[src/rtl/ov7670_frame_ctrl.sv]
// Per-frame capture scheduler for an OV7670 camera on the pixel clock: settle, arm, vsync-aligned capture, geometry check.
// Optional watchdog enabled by defining OV7670_FRAME_TIMEOUT_EN.
module ov7670_frame_ctrl #(
    parameter int SETTLE_FRAMES  = 2,
    parameter int LINES          = 480,
    parameter int BYTES_PER_LINE = 1280,
    parameter int TIMEOUT_CYC    = 2000000
) (
    input  logic       pclk,
    input  logic       rst_n,
    input  logic       vsync,
    input  logic       href,
    input  logic       start,
    input  logic       continuous,
    output logic       cap_en,
    output logic       busy,
    output logic       frame_done,
    output logic       frame_err,
    output logic [7:0] frame_cnt,
    output logic       timeout
);

    typedef enum logic [1:0] {SETTLE, IDLE, ARM, CAPTURE} state_t;

    localparam int SW = $clog2(SETTLE_FRAMES + 2);
    localparam int LW = $clog2(LINES + 2);
    localparam int BW = $clog2(BYTES_PER_LINE + 2);

    localparam logic [SW-1:0] SETTLE_N  = SW'(SETTLE_FRAMES);
    localparam logic [LW-1:0] LINES_N   = LW'(LINES);
    localparam logic [LW-1:0] LINE_SAT  = LW'(LINES + 1);
    localparam logic [BW-1:0] BPL_N     = BW'(BYTES_PER_LINE);
    localparam logic [BW-1:0] BYTE_SAT  = BW'(BYTES_PER_LINE + 1);

    state_t          state, state_next;
    logic            vsync_d, href_d, start_d;
    logic            vs_rise, vs_fall, href_fall, start_rise;
    logic [SW-1:0]   settle_cnt;
    logic [LW-1:0]   line_cnt, line_next;
    logic [BW-1:0]   byte_cnt;
    logic            bad, bad_next;
    logic            cap_en_next, busy_next, done_next, err_next;
    logic            wd_hit;

    assign vs_rise    = vsync & ~vsync_d;
    assign vs_fall    = ~vsync & vsync_d;
    assign href_fall  = ~href & href_d;
    assign start_rise = start & ~start_d;

`ifdef OV7670_FRAME_TIMEOUT_EN
    localparam int WW = $clog2(TIMEOUT_CYC + 1);
    logic [WW-1:0] wd_cnt;
    logic          wd_active, vs_any;

    assign wd_active = (state == ARM) || (state == CAPTURE);
    assign vs_any    = vs_rise | vs_fall;
    assign wd_hit    = wd_active && !vs_any && (wd_cnt == WW'(TIMEOUT_CYC - 1));

    always_ff @(posedge pclk or negedge rst_n) begin
        if (!rst_n) begin
            wd_cnt  <= '0;
            timeout <= 1'b0;
        end else begin
            if (!wd_active || vs_any || wd_hit) wd_cnt <= '0;
            else                                wd_cnt <= wd_cnt + 1'b1;
            if (wd_hit) timeout <= 1'b1;
        end
    end
`else
    // Watchdog compiled out: ARM/CAPTURE wait indefinitely.
    assign wd_hit  = 1'b0;
    assign timeout = (TIMEOUT_CYC < 0);
`endif

    always_ff @(posedge pclk or negedge rst_n) begin
        if (!rst_n) state <= SETTLE;
        else        state <= state_next;
    end

    // NOTE: every signal driven in always_comb gets a default first so no latch is inferred.
    always_comb begin
        state_next = state;
        case (state)
            SETTLE:  if (settle_cnt == SETTLE_N) state_next = IDLE;
            IDLE:    if (continuous ? start : start_rise) state_next = ARM;
            ARM: begin
                if (wd_hit || !start) state_next = IDLE;
                else if (vs_fall)     state_next = CAPTURE;
            end
            CAPTURE: begin
                if (wd_hit)       state_next = IDLE;
                else if (vs_rise) state_next = (continuous && start) ? ARM : IDLE;
            end
            default: state_next = SETTLE;
        endcase
    end

    // A line ending in the same cycle as vs_rise is counted before the frame is judged.
    always_comb begin
        line_next = line_cnt;
        bad_next  = bad;
        if (href_fall) begin
            if (byte_cnt != BPL_N)    bad_next  = 1'b1;
            if (line_cnt != LINE_SAT) line_next = line_cnt + 1'b1;
        end
    end

    always_comb begin
        cap_en_next = (state_next == CAPTURE);
        busy_next   = (state_next == ARM) || (state_next == CAPTURE);
        done_next   = (state == CAPTURE) && vs_rise && !wd_hit;
        err_next    = bad_next || (line_next != LINES_N);
    end

    // NOTE: sequential state uses non-blocking assignments so all registers update from pre-edge values.
    always_ff @(posedge pclk or negedge rst_n) begin
        if (!rst_n) begin
            vsync_d    <= 1'b0;
            href_d     <= 1'b0;
            start_d    <= 1'b0;
            settle_cnt <= '0;
            line_cnt   <= '0;
            byte_cnt   <= '0;
            bad        <= 1'b0;
            cap_en     <= 1'b0;
            busy       <= 1'b0;
            frame_done <= 1'b0;
            frame_err  <= 1'b0;
            frame_cnt  <= '0;
        end else begin
            vsync_d    <= vsync;
            href_d     <= href;
            start_d    <= start;
            cap_en     <= cap_en_next;
            busy       <= busy_next;
            frame_done <= done_next;
            frame_err  <= done_next && err_next;
            if (done_next) frame_cnt <= frame_cnt + 8'd1;

            if (state == SETTLE && vs_rise && settle_cnt != SETTLE_N)
                settle_cnt <= settle_cnt + 1'b1;

            if (state == ARM && vs_fall) begin
                line_cnt <= '0;
                byte_cnt <= '0;
                bad      <= 1'b0;
            end else if (state == CAPTURE) begin
                line_cnt <= line_next;
                bad      <= bad_next;
                if (href_fall)                     byte_cnt <= '0;
                else if (href && byte_cnt != BYTE_SAT) byte_cnt <= byte_cnt + 1'b1;
            end
        end
    end

endmodule

[config.mk]
export PLATFORM = sky130hd
export DESIGN_NAME = ov7670_frame_ctrl
export DESIGN_NICKNAME = d
export VERILOG_FILES = /design/src/rtl/ov7670_frame_ctrl.sv
export SDC_FILE = /design/constraint.sdc
export NUM_CORES = 1
export LEC_CHECK = 0
export CAP_MARGIN = 25
export CORE_MARGIN = 8
export CORE_UTILIZATION = 41
export CTS_CLUSTER_DIAMETER = 40
export DETAILED_ROUTE_END_ITERATION = 6
export SKIP_CTS_REPAIR_TIMING = 1
export SYNTH_ARGS = -nofsm -noshare
export SYNTH_HDL_FRONTEND = slang
export SYNTH_SLANG_ARGS = --single-unit
export TNS_END_PERCENT = 20
[constraint.sdc]
create_clock -name pclk -period 2.9 [get_ports pclk]
set_clock_uncertainty 0.15 [all_clocks]
set_input_delay 0.435 -clock pclk [delete_from_list [all_inputs] [get_ports pclk]]
set_output_delay 0.435 -clock pclk [all_outputs]
set_load 0.02 [all_outputs]
* Word-level counts from Yosys, hierarchy flattened
Index checks and enable logic that the tools add are counted.
** Cells by class
- Add/sub/neg operators :: 4
- $mul :: 0
- Divide/modulo/power cells :: 0
- $lt $le $gt $ge :: 0
- Eq/ne operators :: 11
- Shifts and indexed selects :: 0
- Muxes and demuxes :: 20
- Bitwise operators :: 8
- Reductions and logical operators :: 13
** Operators by type and width (number)
- 2-to-1 mux 11 bit :: 4
- 2-to-1 mux 9 bit :: 4
- != test 11 bit, second input constant :: 2
- != test 9 bit, second input constant :: 2
- 2-to-1 mux 2 bit :: 6
- adder 11 x 1 -> 11 bit, second input constant :: 1
- == test 2 bit, second input constant :: 5
- adder 9 x 1 -> 9 bit, second input constant :: 1
- adder 8 x 1 -> 8 bit, second input constant :: 1
- one-hot mux 2 bit (4 select lines) :: 1
- logical AND 1 bit :: 7
- 2-to-1 mux 1 bit :: 5
- bitwise AND 1 bit :: 4
- inverter 1 bit :: 4
- nonzero test 3 bit :: 1
- adder 2 x 1 -> 2 bit, second input constant :: 1
- == test 2 x 1 -> 1 bit, second input constant :: 1
- zero test 2 bit :: 1
- logical OR 1 bit :: 2
- != test 2 bit, second input constant :: 1
- AND reduction 2 bit :: 1
- nonzero test 2 bit :: 1
** Word-level totals
- Flip-flop bits (word level) :: 40
- Latch bits :: 0
- Memory bits (writable) :: 0
- Memory bits (read-only) :: 0
- Input port bits :: 6
- Memories kept :: 0

* Depth between registers and ports, before layout
Gate-level depths: netlist of the first run.
- Depth in word-level cells :: 7
- Depth in mapped cells :: 7
- Depth with buffers taken out :: 7

* Least setup slack after synthesis of the first run
OpenSTA, ideal clock, no wires.
- Path kind :: register -> register
- Start :: register line_cnt[0]
- End :: register frame_err
- Arrival :: 1727 ps
- Required time :: 2631 ps
- Setup slack :: 905 ps
- Stages on the path, launching flop included :: 7
- Path buffers :: 0
- Cell sequence :: dfrtp_1 -> ha_1 -> or3b_1 -> o32a_1 -> o22ai_1 -> o211ai_1 -> o21a_1
** On the way
- Longest elaborated chain between the ends :: 6
- Elaborated cells on any way between the ends :: 7
- Classes of those cells :: add/sub (1); eq/ne (2); mux (2); reduce/logical (2)
** Ends and longest elaborated chain
- start: declaration :: line 39 : logic [LW-1:0] line_cnt, line_next;
- start signal: assignment :: line 148 : line_cnt <= line_next;
- adder 9 x 1 -> 9 bit / != test 9 bit (equally long branches) :: line 104 : if (line_cnt != LINE_SAT) line_next = line_cnt + 1'b1;
- 2-to-1 mux 9 bit :: line 104
- 2-to-1 mux 9 bit * :: line 102 : if (href_fall) begin
- != test 9 bit * :: line 112 : err_next = bad_next || (line_next != LINES_N);
- logical OR 1 bit * :: line 112
- logical AND 1 bit * :: line 137 : frame_err <= done_next && err_next;
- end signal: assignment :: line 137
- end: declaration :: line 18 : output logic frame_err,
Mark *: on every way between the ends. The rest lies on a longest branch, timed or not.
A chain may end at the register's enable or synchronous reset.

* Worst setup path in the final report of the first run
- Start :: register busy
- End :: output busy
** RTL lines
- start: declaration :: line 16 : output logic busy,
- start signal: assignment :: line 135 : busy <= busy_next;
No word-level cell between the ends.

==> impl_metrics.csv, run 1 <==
group,metric,value,unit
timing,fmax,0.449,GHz
timing,hold_viol_final,0,
synthesis,yosys-mux-area-fraction,1.46,%
clocking,cts_tree,"done",
route,drt-total-wl,4410,um
setup_path,critPathLaunchType,"flip-flop",
timing,slew_headroom,41.6,%
place,gpl.final_weighted_congestion,0.834,
synthesis,synthSimpleGateAreaFrac,24.1,%
setup_path,end_kind,"primary output",
place,portBuffers,17,
synthesis,ys_ff_latch,39,
timing,grt_setup_unrepaired,"no",
floorplan,die_y,88.4,um
synthesis,synth_top_area_share,45.4,%
layout,most-common-layout-cells,"39 x dfrtp_1, 20 x nor2_1, 16 x nand2_1, 16 x clkdlybuf4s50_1, 15 x o21ai_0",
timing,drv_slew,0,
floorplan,fp.dieW,88.4,um
floorplan,core,5070,um2
power,p_sw_share,36.7,%
grt,grt_max_degree,40,
clocking,clk_latency,0.29,ns
setup_path,critical_path.cell_chain,"clkdlybuf4s50_1",
timing,fin_crit,2.23,ns
synthesis,ys.flop_type,"dfrtp_1",
setup_path,slowest_stage,"clkdlybuf4s50_1",
floorplan,start_util,42.3,%
route,drt-pass1-iter-count,4,
setup_path,cp.required,2.32,ns
synthesis,synth.cell_area,2150,um2
route,via_count,1691,
synthesis,synth_area_leaders,"dfrtp_1 45%, xnor2_1 5.3%, ha_1 4.1%",
hold_path,holdCritPathClass,"input pin to asynchronous set/reset pin",
grt,grt_use_total,12.8,%
outcome,status,"completed",
power,p_comb_share,33.5,%
layout,area_growth,15.8,%
route,drc_errors,0,
setup_path,worst-path-max-fanout,14,
clocking,cts-root-buf,"clkbuf_8",
run,cap_violations,0,
route,ant_nets,0,
grt,grt_pass1_vias,1673,
power,p_sw,714,uW
timing,tightestPinTransition,0.876,ns
layout,fin_util,49.0,%
grt,antenna_found_initial,0,
route,viasPerCell,5.42,
power,power_density,782,nW/um2
synthesis,synth_top_family_by_area,"simple AND/OR/NAND/NOR gates",
layout,nFillCells,501,
timing,setup_viol,0,
route,wl_met3,197,um
synthesis,postSynthCellCount,221,
clocking,h-tree-depth,2,
floorplan,dieArea,7810,um2
synthesis,ys_types,52,
setup_path,critical_path_class,"flip-flop to primary output",
floorplan,rows,26,
layout,diodes,0,
place,post-place-ws,0.456,ns
timing,fin_ws,0.675,ns
power,internal_power,1.23,mW
place,dp_hpwl,3080,um
setup_path,critPathTopFamily,"buffers and inverters",
power,pwr-share-seq,42.3,%
layout,nets,254,
route,wire_per_inst,14.1,um
timing,finalSetupTns,0,ns
route,routed.top_layer,"met4",
synthesis,synth_xor_area_share,6.52,%
power,static-leakage-power,1.01,nW
timing,fin_crit_sh,76.7,%
setup_path,critPathBufInv,1,
setup_path,crit_arrival,1.64,ns
power,irDropWorstVdd,0.552,mV
synthesis,synthAdderAreaFrac,4.08,%
layout,layout_commonest_cell,"dfrtp_1",
clocking,numCtsBuffers,5,
synthesis,syn_nets,234,
route,wl_met2,1970,um
layout,final_layout_size_suffix_gt1_share,8.68,%
synthesis,synth_edf_count,0,
power,power,1.95,mW
route,m1WireLength,2190,um
grt,overflow,0,
power,pwr-share-clk,24.1,%
route,first_iter_violations,90,
synthesis,yosys_warnings,0,
synthesis,synth_area_leader_cell,"dfrtp_1",
synthesis,ys_async_sr_fraction,100,%
synthesis,synth_compound_area_share,14.2,%
synthesis,syn_avg_cell_area,9.72,um2
setup_path,slowest_delay,0.70,ns
floorplan,num_io_pins,19,
clocking,numClockSinks,39,
layout,multiInputGateArea,1080,um2
setup_path,worst-r2r-setup-slack,0.75,ns
layout,regArea,976,um2
synthesis,ys_seq_area_share,45.4,%
grt,grt_pass1_wl,7820,um
clocking,clk_pin_slew,0.08,ns
clocking,cts_buffer_depth,2,
## kinds of logic (layout without fill, tap and decap cells)
kind of cell,after synthesis,after routing
and+or+nand+nor,94,94
DFF,39,39
other,1,1
muxes,3,3
buffers and inverters,15,36
AOI/OAI and AO/OA,46,46
xor gates and xnor gates,16,16
adders and majority gates,7,7
## state kept, by name, indices dropped and copies added, names as in the netlist, 2 cells and up
| register | cells |
|---|---|
| frame_cnt | 8 |
| byte_cnt | 11 |
| line_cnt | 9 |
| settle_cnt | 2 |
## metal layers
layer	track usage, %	vias up
met5	0	-
met4	5.38	0
met3	3.06	4
met2	20.4	40
met1	16.2	809
li1	-	838
## final timing paths
check                                     to  cells after the start          from
worst max-delay path                    busy                      1          busy
worst min register to register  frame_cnt[7]                      1  frame_cnt[7]
worst max register to register     frame_err                      6   line_cnt[0]
worst min-delay path             line_cnt[1]                      1         rst_n
min in group pclk               frame_cnt[7]                      1  frame_cnt[7]
max in group asynchronous        line_cnt[6]                      1         rst_n
## synth_stat cells, drive strengths merged (4+ instances only)
| master | number |
|---|---|
| dfrtp | 39 |
| nor2 | 22 |
| nand2 | 16 |
| o21ai | 15 |
| xnor2 | 13 |
| nand3 | 11 |
| ha | 7 |
| inv | 7 |
| a21oi | 6 |
| buf | 6 |
| nor3 | 6 |
| nor4 | 6 |
| nand2b | 5 |
| nand4 | 5 |
| a31oi | 4 |
## through the flow
stage | area [um2] | hold slack [ns] | cells
2_1_floorplan | 2150 | -0.0106 | 221
3_3_place_gp | 2370 | 0.317 | 304
3_5_place_dp | 2370 | 0.332 | 304
4_1_cts | 2490 | 0.141 | 312
5_1_grt | 2490 | 0.191 | 312
6_report | 2490 | 0.113 | 312
## final cells by class
type / count / share of cell area, %
Clock inverter: 2 / 1.41
Sequential cell: 39 / 39.2
Multi-Input combinational cell: 167 / 43.6
Timing Repair Buffer: 21 / 7.85
Clock buffer: 6 / 3.32
Tap cell: 70 / 3.52
Inverter: 7 / 1.06
## power by group through the flow
stage	Clock (mW)	Combinational [mW]	Sequential [mW]
floorplan	0	0.427	0.825
global placement	0	0.650	0.830
detailed placement	0	0.660	0.835
CTS	0.488	0.662	0.824
global route	0.509	0.743	0.851
finish	0.470	0.652	0.824
Note: power is estimated with default switching activity, not from simulation.
==> run 2: changes to the inputs <==
==> constraint.sdc (replaced) <==
create_clock -name pclk -period 1.9 [get_ports pclk]
set_clock_uncertainty 0.15 [all_clocks]
set_input_delay 0.285 -clock pclk [delete_from_list [all_inputs] [get_ports pclk]]
set_output_delay 0.285 -clock pclk [all_outputs]
set_load 0.02 [all_outputs]
==> run 2 against run 1 <==
Net effect: sequential power grew 44%; critical path depth increased by 5; global-route usage grew 0.11 points; first-iteration DRC count is 37% lower; combinational power rose by 100%; setup slack lost 0.67 ns; register-to-register slack worse by 0.75 ns; total power up 71%; die area unchanged; core utilization increased by 6.8 points; sequential share of layout area is 4.7 points lower; wire length is 8.9% higher.
==> impl_metrics.csv, run 2 (synthesis gave the netlist of run 1 again) <==
group,metric,value,unit
outcome,status,"completed",
timing,grt_setup_unrepaired,"yes",
power,static-leakage-power,1.20,nW
place,post-place-ws,-0.200,ns
floorplan,rows,26,
route,first_iter_violations,57,
layout,top_regs,"byte_cnt: 11 flops, line_cnt: 9 flops, frame_cnt: 8 flops",
floorplan,die_y,88.4,um
layout,post_layout_nonfiller_instances,348,
grt,antenna_found_initial,0,
grt,grt_pass1_vias,1713,
run,cap_violations,0,
power,irDropWorstVdd,0.586,mV
layout,largest_register_ffs,11,
timing,drv_slew,0,
grt,overflow,0,
layout,finalInstanceArea,2830,um2
setup_path,worst-path-max-fanout,3,
clocking,h-tree-depth,2,
layout,final_layout_size_suffix_gt1_share,23.4,%
layout,layout_commonest_cell,"buf_4",
power,power,3.33,mW
place,dpl.cell_count,338,
setup_path,crit_arrival,1.93,ns
clocking,numCtsBuffers,5,
route,via_count,1823,
place,dp_hpwl,3580,um
floorplan,num_io_pins,19,
hold_path,holdCritPathClass,"input pin to asynchronous set/reset pin",
route,ant_nets,0,
clocking,clk_latency,0.29,ns
place,gpl.final_weighted_congestion,0.823,
grt,grt_max_degree,20,
timing,fmax,0.527,GHz
clocking,numClockSinks,39,
timing,hold_viol_final,0,
place,portBuffers,17,
timing,fin_crit_sh,99.9,%
grt,grt_use_total,12.9,%
layout,diodes,0,
clocking,clk_pin_slew,0.08,ns
floorplan,core,5070,um2
setup_path,critPathLaunchType,"flip-flop",
route,wire_per_inst,13.8,um
layout,regMostFlops,"byte_cnt",
layout,nets,290,
floorplan,start_util,42.3,%
clocking,cts_tree,"done",
timing,setup_viol,0,
route,drt-total-wl,4800,um
clocking,cts-root-buf,"clkbuf_8",
route,viasPerCell,5.24,
clocking,cts_buffer_depth,2,
power,power_density,1180,nW/um2
layout,fin_util,55.8,%
timing,fin_ws,0.00234,ns
timing,fin_crit,1.90,ns
route,drt-pass1-iter-count,4,
setup_path,cp.required,1.93,ns
layout,most-common-layout-cells,"39 x buf_4, 37 x dfrtp_1, 20 x nor2_1",
timing,whs,0.319,ns
route,drc_errors,0,
place,dpl_cell_area,2640,um2
setup_path,critical_path_class,"flip-flop to flip-flop",
floorplan,dieArea,7810,um2
setup_path,end_kind,"flip-flop",
layout,area_growth,31.9,%
grt,grt_pass1_wl,7980,um
floorplan,fp.dieW,88.4,um
timing,finalSetupTns,0,ns
[run 2: path summary, 6_finish.rpt]
check	cells after the start	startpoint	slack, ns	endpoint
max	6	line_cnt[0]	0.002	frame_err
min	2	rst_n	0.32	line_cnt[2]
max reg2reg	6	line_cnt[0]	0.002	frame_err
min reg2reg	1	frame_cnt[7]	0.33	frame_cnt[7]
max in group asynchronous	3	rst_n	0.72	busy
min in group pclk	1	frame_cnt[7]	0.33	frame_cnt[7]
[run 2: metal layers]
| metal | global-route usage, % | routed length (um) |
|---|---|---|
| met5 | 0 | 0 |
| met4 | 3.69 | 36 |
| met3 | 2.79 | 199 |
| met2 | 20.7 | 2270 |
| met1 | 17.1 | 2290 |
[run 2: area by class of cell]
cell class,instances,area [um2]
Sequential cell,39,978
Clock buffer,5,68.8
Fill cell,480,2240
Inverter,7,26.3
Timing Repair Buffer,57,470
Multi-Input combinational cell,167,1130
Clock inverter,3,67.6
Tap cell,70,87.6
[run 2: power by group]
group          internal (mW)  switching [mW]  total, mW  leakage (nW)
clock network          0.524           0.297      0.820        0.0644
registers               1.01           0.175       1.19         0.509
logic                  0.628           0.696       1.32         0.629
total                   2.16            1.17       3.33          1.20
[run 2: critical path, cell delays in order, from the launching register on]
cell	delay [ns]
dfrtp_2	0.44
ha_4	0.17
or3b_1	0.36
o32a_1	0.28
o22ai_1	0.10
o211ai_1	0.11
o21a_1	0.18
==> run 3: changes to the inputs <==
==> constraint.sdc (replaced) <==
create_clock -name pclk -period 1.95 [get_ports pclk]
set_clock_uncertainty 0.15 [all_clocks]
set_input_delay 0.2925 -clock pclk [delete_from_list [all_inputs] [get_ports pclk]]
set_output_delay 0.2925 -clock pclk [all_outputs]
set_load 0.02 [all_outputs]
==> run 3 against run 2 <==
Net effect: total power is 7.8% lower; global-route usage increased by 0.48 points; highest routed layer unchanged; count of clock-buffer cells in the layout unchanged.
==> impl_metrics.csv, run 3 (synthesis gave the netlist of run 1 again) <==
group,metric,value,unit
outcome,status,"completed",
setup_path,slowest_stage,"dfrtp_1",
floorplan,rows,26,
layout,fin_util,54.4,%
setup_path,slowest_delay,0.41,ns
route,drt-total-wl,4610,um
floorplan,die_y,88.4,um
clocking,clk_pin_slew,0.08,ns
setup_path,worst-path-max-fanout,3,
setup_path,end_kind,"flip-flop",
clocking,numCtsBuffers,5,
layout,final_layout_size_suffix_gt1_share,20.7,%
power,pwr-share-clk,22.3,%
layout,regMostFlops,"byte_cnt",
place,gpl.final_weighted_congestion,0.794,
route,wire_per_inst,13.4,um
timing,fmax,0.521,GHz
timing,fin_crit_sh,98.4,%
layout,nets,287,
grt,grt_use_met2,20.8,%
place,dp_hpwl,3460,um
grt,grt_pass1_wl,8380,um
run,cap_violations,0,
power,pwr-share-seq,37.0,%
setup_path,critPathLaunchType,"flip-flop",
grt,met1_usage,17.9,%
clocking,numClockSinks,39,
power,internal_power,1.96,mW
setup_path,critPathTopFamily,"compound AO/OA/AOI/OAI gates",
layout,top_regs,"byte_cnt: 11 flops, line_cnt: 9 flops, frame_cnt: 8 flops",
route,drc_errors,0,
place,dpl.cell_count,336,
layout,nFillCells,480,
grt,grt_pass1_vias,1818,
route,ant_nets,0,
setup_path,critical_path.cell_chain,"ha_2 -> or3b_1 -> o32a_1 -> o22ai_1 -> o211ai_1 -> o21a_1",
clocking,cts_tree,"done",
route,viasPerCell,5.29,
hold_path,holdCritPathClass,"input pin to asynchronous set/reset pin",
floorplan,start_util,42.3,%
layout,largest_register_ffs,11,
route,via_count,1825,
floorplan,core,5070,um2
timing,whs,0.336,ns
grt,top_usage_layer,"met2",
power,power,3.07,mW
clocking,clk_latency,0.29,ns
timing,hold_viol_final,0,
setup_path,cp.required,1.99,ns
timing,setup_viol,0,
route,drt-pass1-iter-count,4,
timing,grt_setup_unrepaired,"yes",
grt,grt_max_degree,40,
grt,antenna_found_initial,0,
power,p_sw,1.11,mW
layout,layout_commonest_cell,"dfrtp_1",
timing,drv_slew,0,
layout,area_growth,28.6,%
floorplan,fp.dieW,88.4,um
layout,diodes,0,
route,first_iter_violations,61,
clocking,cts-root-buf,"clkbuf_8",
setup_path,r2r-end,"frame_err",
floorplan,num_io_pins,19,
floorplan,dieArea,7810,um2
setup_path,critPathBufInv,0,
power,p_sw_share,36.2,%
clocking,h-tree-depth,2,
layout,most-common-layout-cells,"39 x dfrtp_1, 35 x buf_4, 19 x nor2_1",
grt,overflow,0,
grt,grt_use_total,13.4,%
setup_path,reg2reg_depth,6,
setup_path,crit_arrival,1.96,ns
power,p_comb_share,40.7,%
power,irDropWorstVdd,0.505,mV
clocking,cts_buffer_depth,2,
power,static-leakage-power,1.18,nW
setup_path,worst-r2r-setup-slack,0.03,ns
setup_path,reg2reg_from,"line_cnt[0]",
setup_path,critical_path_class,"flip-flop to flip-flop",
place,portBuffers,17,
layout,post_layout_nonfiller_instances,345,
power,power_density,1110,nW/um2
timing,fin_crit,1.92,ns
grt,grt_use_met3,3.06,%
[run 3: cell count changes in the layout (fill, tap and decap cells not counted), sizes merged]
| cell | before | now |
|---|---|---|
| dlymetal6s2s | 1 | 0 |
| bufinv | 2 | 1 |
| clkdlybuf4s50 | 15 | 16 |
| clkinv | 0 | 2 |
| clkinvlp | 1 | 0 |
| buf | 40 | 37 |
[run 3: tightest hold or removal path: cells and delay by family]
| family | cells | cell delay (ns) |
|---|---|---|
| buffers and inverters | 3 | 0.86 |
[run 3: power groups by stage]
stage | registers, mW | clock network [mW] | logic (mW)
6_report | 1.14 | 0.685 | 1.25
3_3_place_gp | 1.15 | 0 | 1.23
5_1_grt | 1.17 | 0.743 | 1.41
3_5_place_dp | 1.16 | 0 | 1.25
2_1_floorplan | 1.23 | 0 | 0.635
4_1_cts | 1.14 | 0.704 | 1.26
[run 3: per-layer routing]
layer / share of wire (%) / vias up
met5: 0 / -
met1: 49 / 889
met4: 0.63 / 0
li1: - / 904
met3: 3.9 / 4
met2: 47 / 28
[run 3: layout make-up]
| type | instances | area [um2] | area share [%] |
|---|---|---|---|
| repair buffers | 54 | 458 | 16.6 |
| multi-input cells | 167 | 1100 | 39.9 |
| clock buffers | 5 | 68.8 | 2.49 |
| clock inverters | 3 | 43.8 | 1.59 |
| inverters | 7 | 26.3 | 0.951 |
| well taps | 70 | 87.6 | 3.17 |
| flip-flops and latches | 39 | 976 | 35.3 |
[run 3: worst max-delay path by stage]
stage	startpoint	to	slack (ns)	cells past startpoint
floorplan	line_cnt[0]	frame_err	0.005	6
global placement	href	frame_err	-0.18	6
detailed placement	href	frame_err	-0.19	6
CTS	line_cnt[0]	frame_err	0.03	6
global route	line_cnt[0]	frame_err	-0.05	6
finish	line_cnt[0]	frame_err	0.03	6
[run 3: per-stage QoR]
step                      instance area (um2)  TNS (ns)  setup slack (ns)
after floorplan                          2150         0           0.00510
after global placement                   2630     -1.45            -0.185
after detailed placement                 2630     -1.80            -0.193
after CTS                                2740         0            0.0299
after global routing                     2760   -0.0809           -0.0468
final                                    2760         0            0.0306
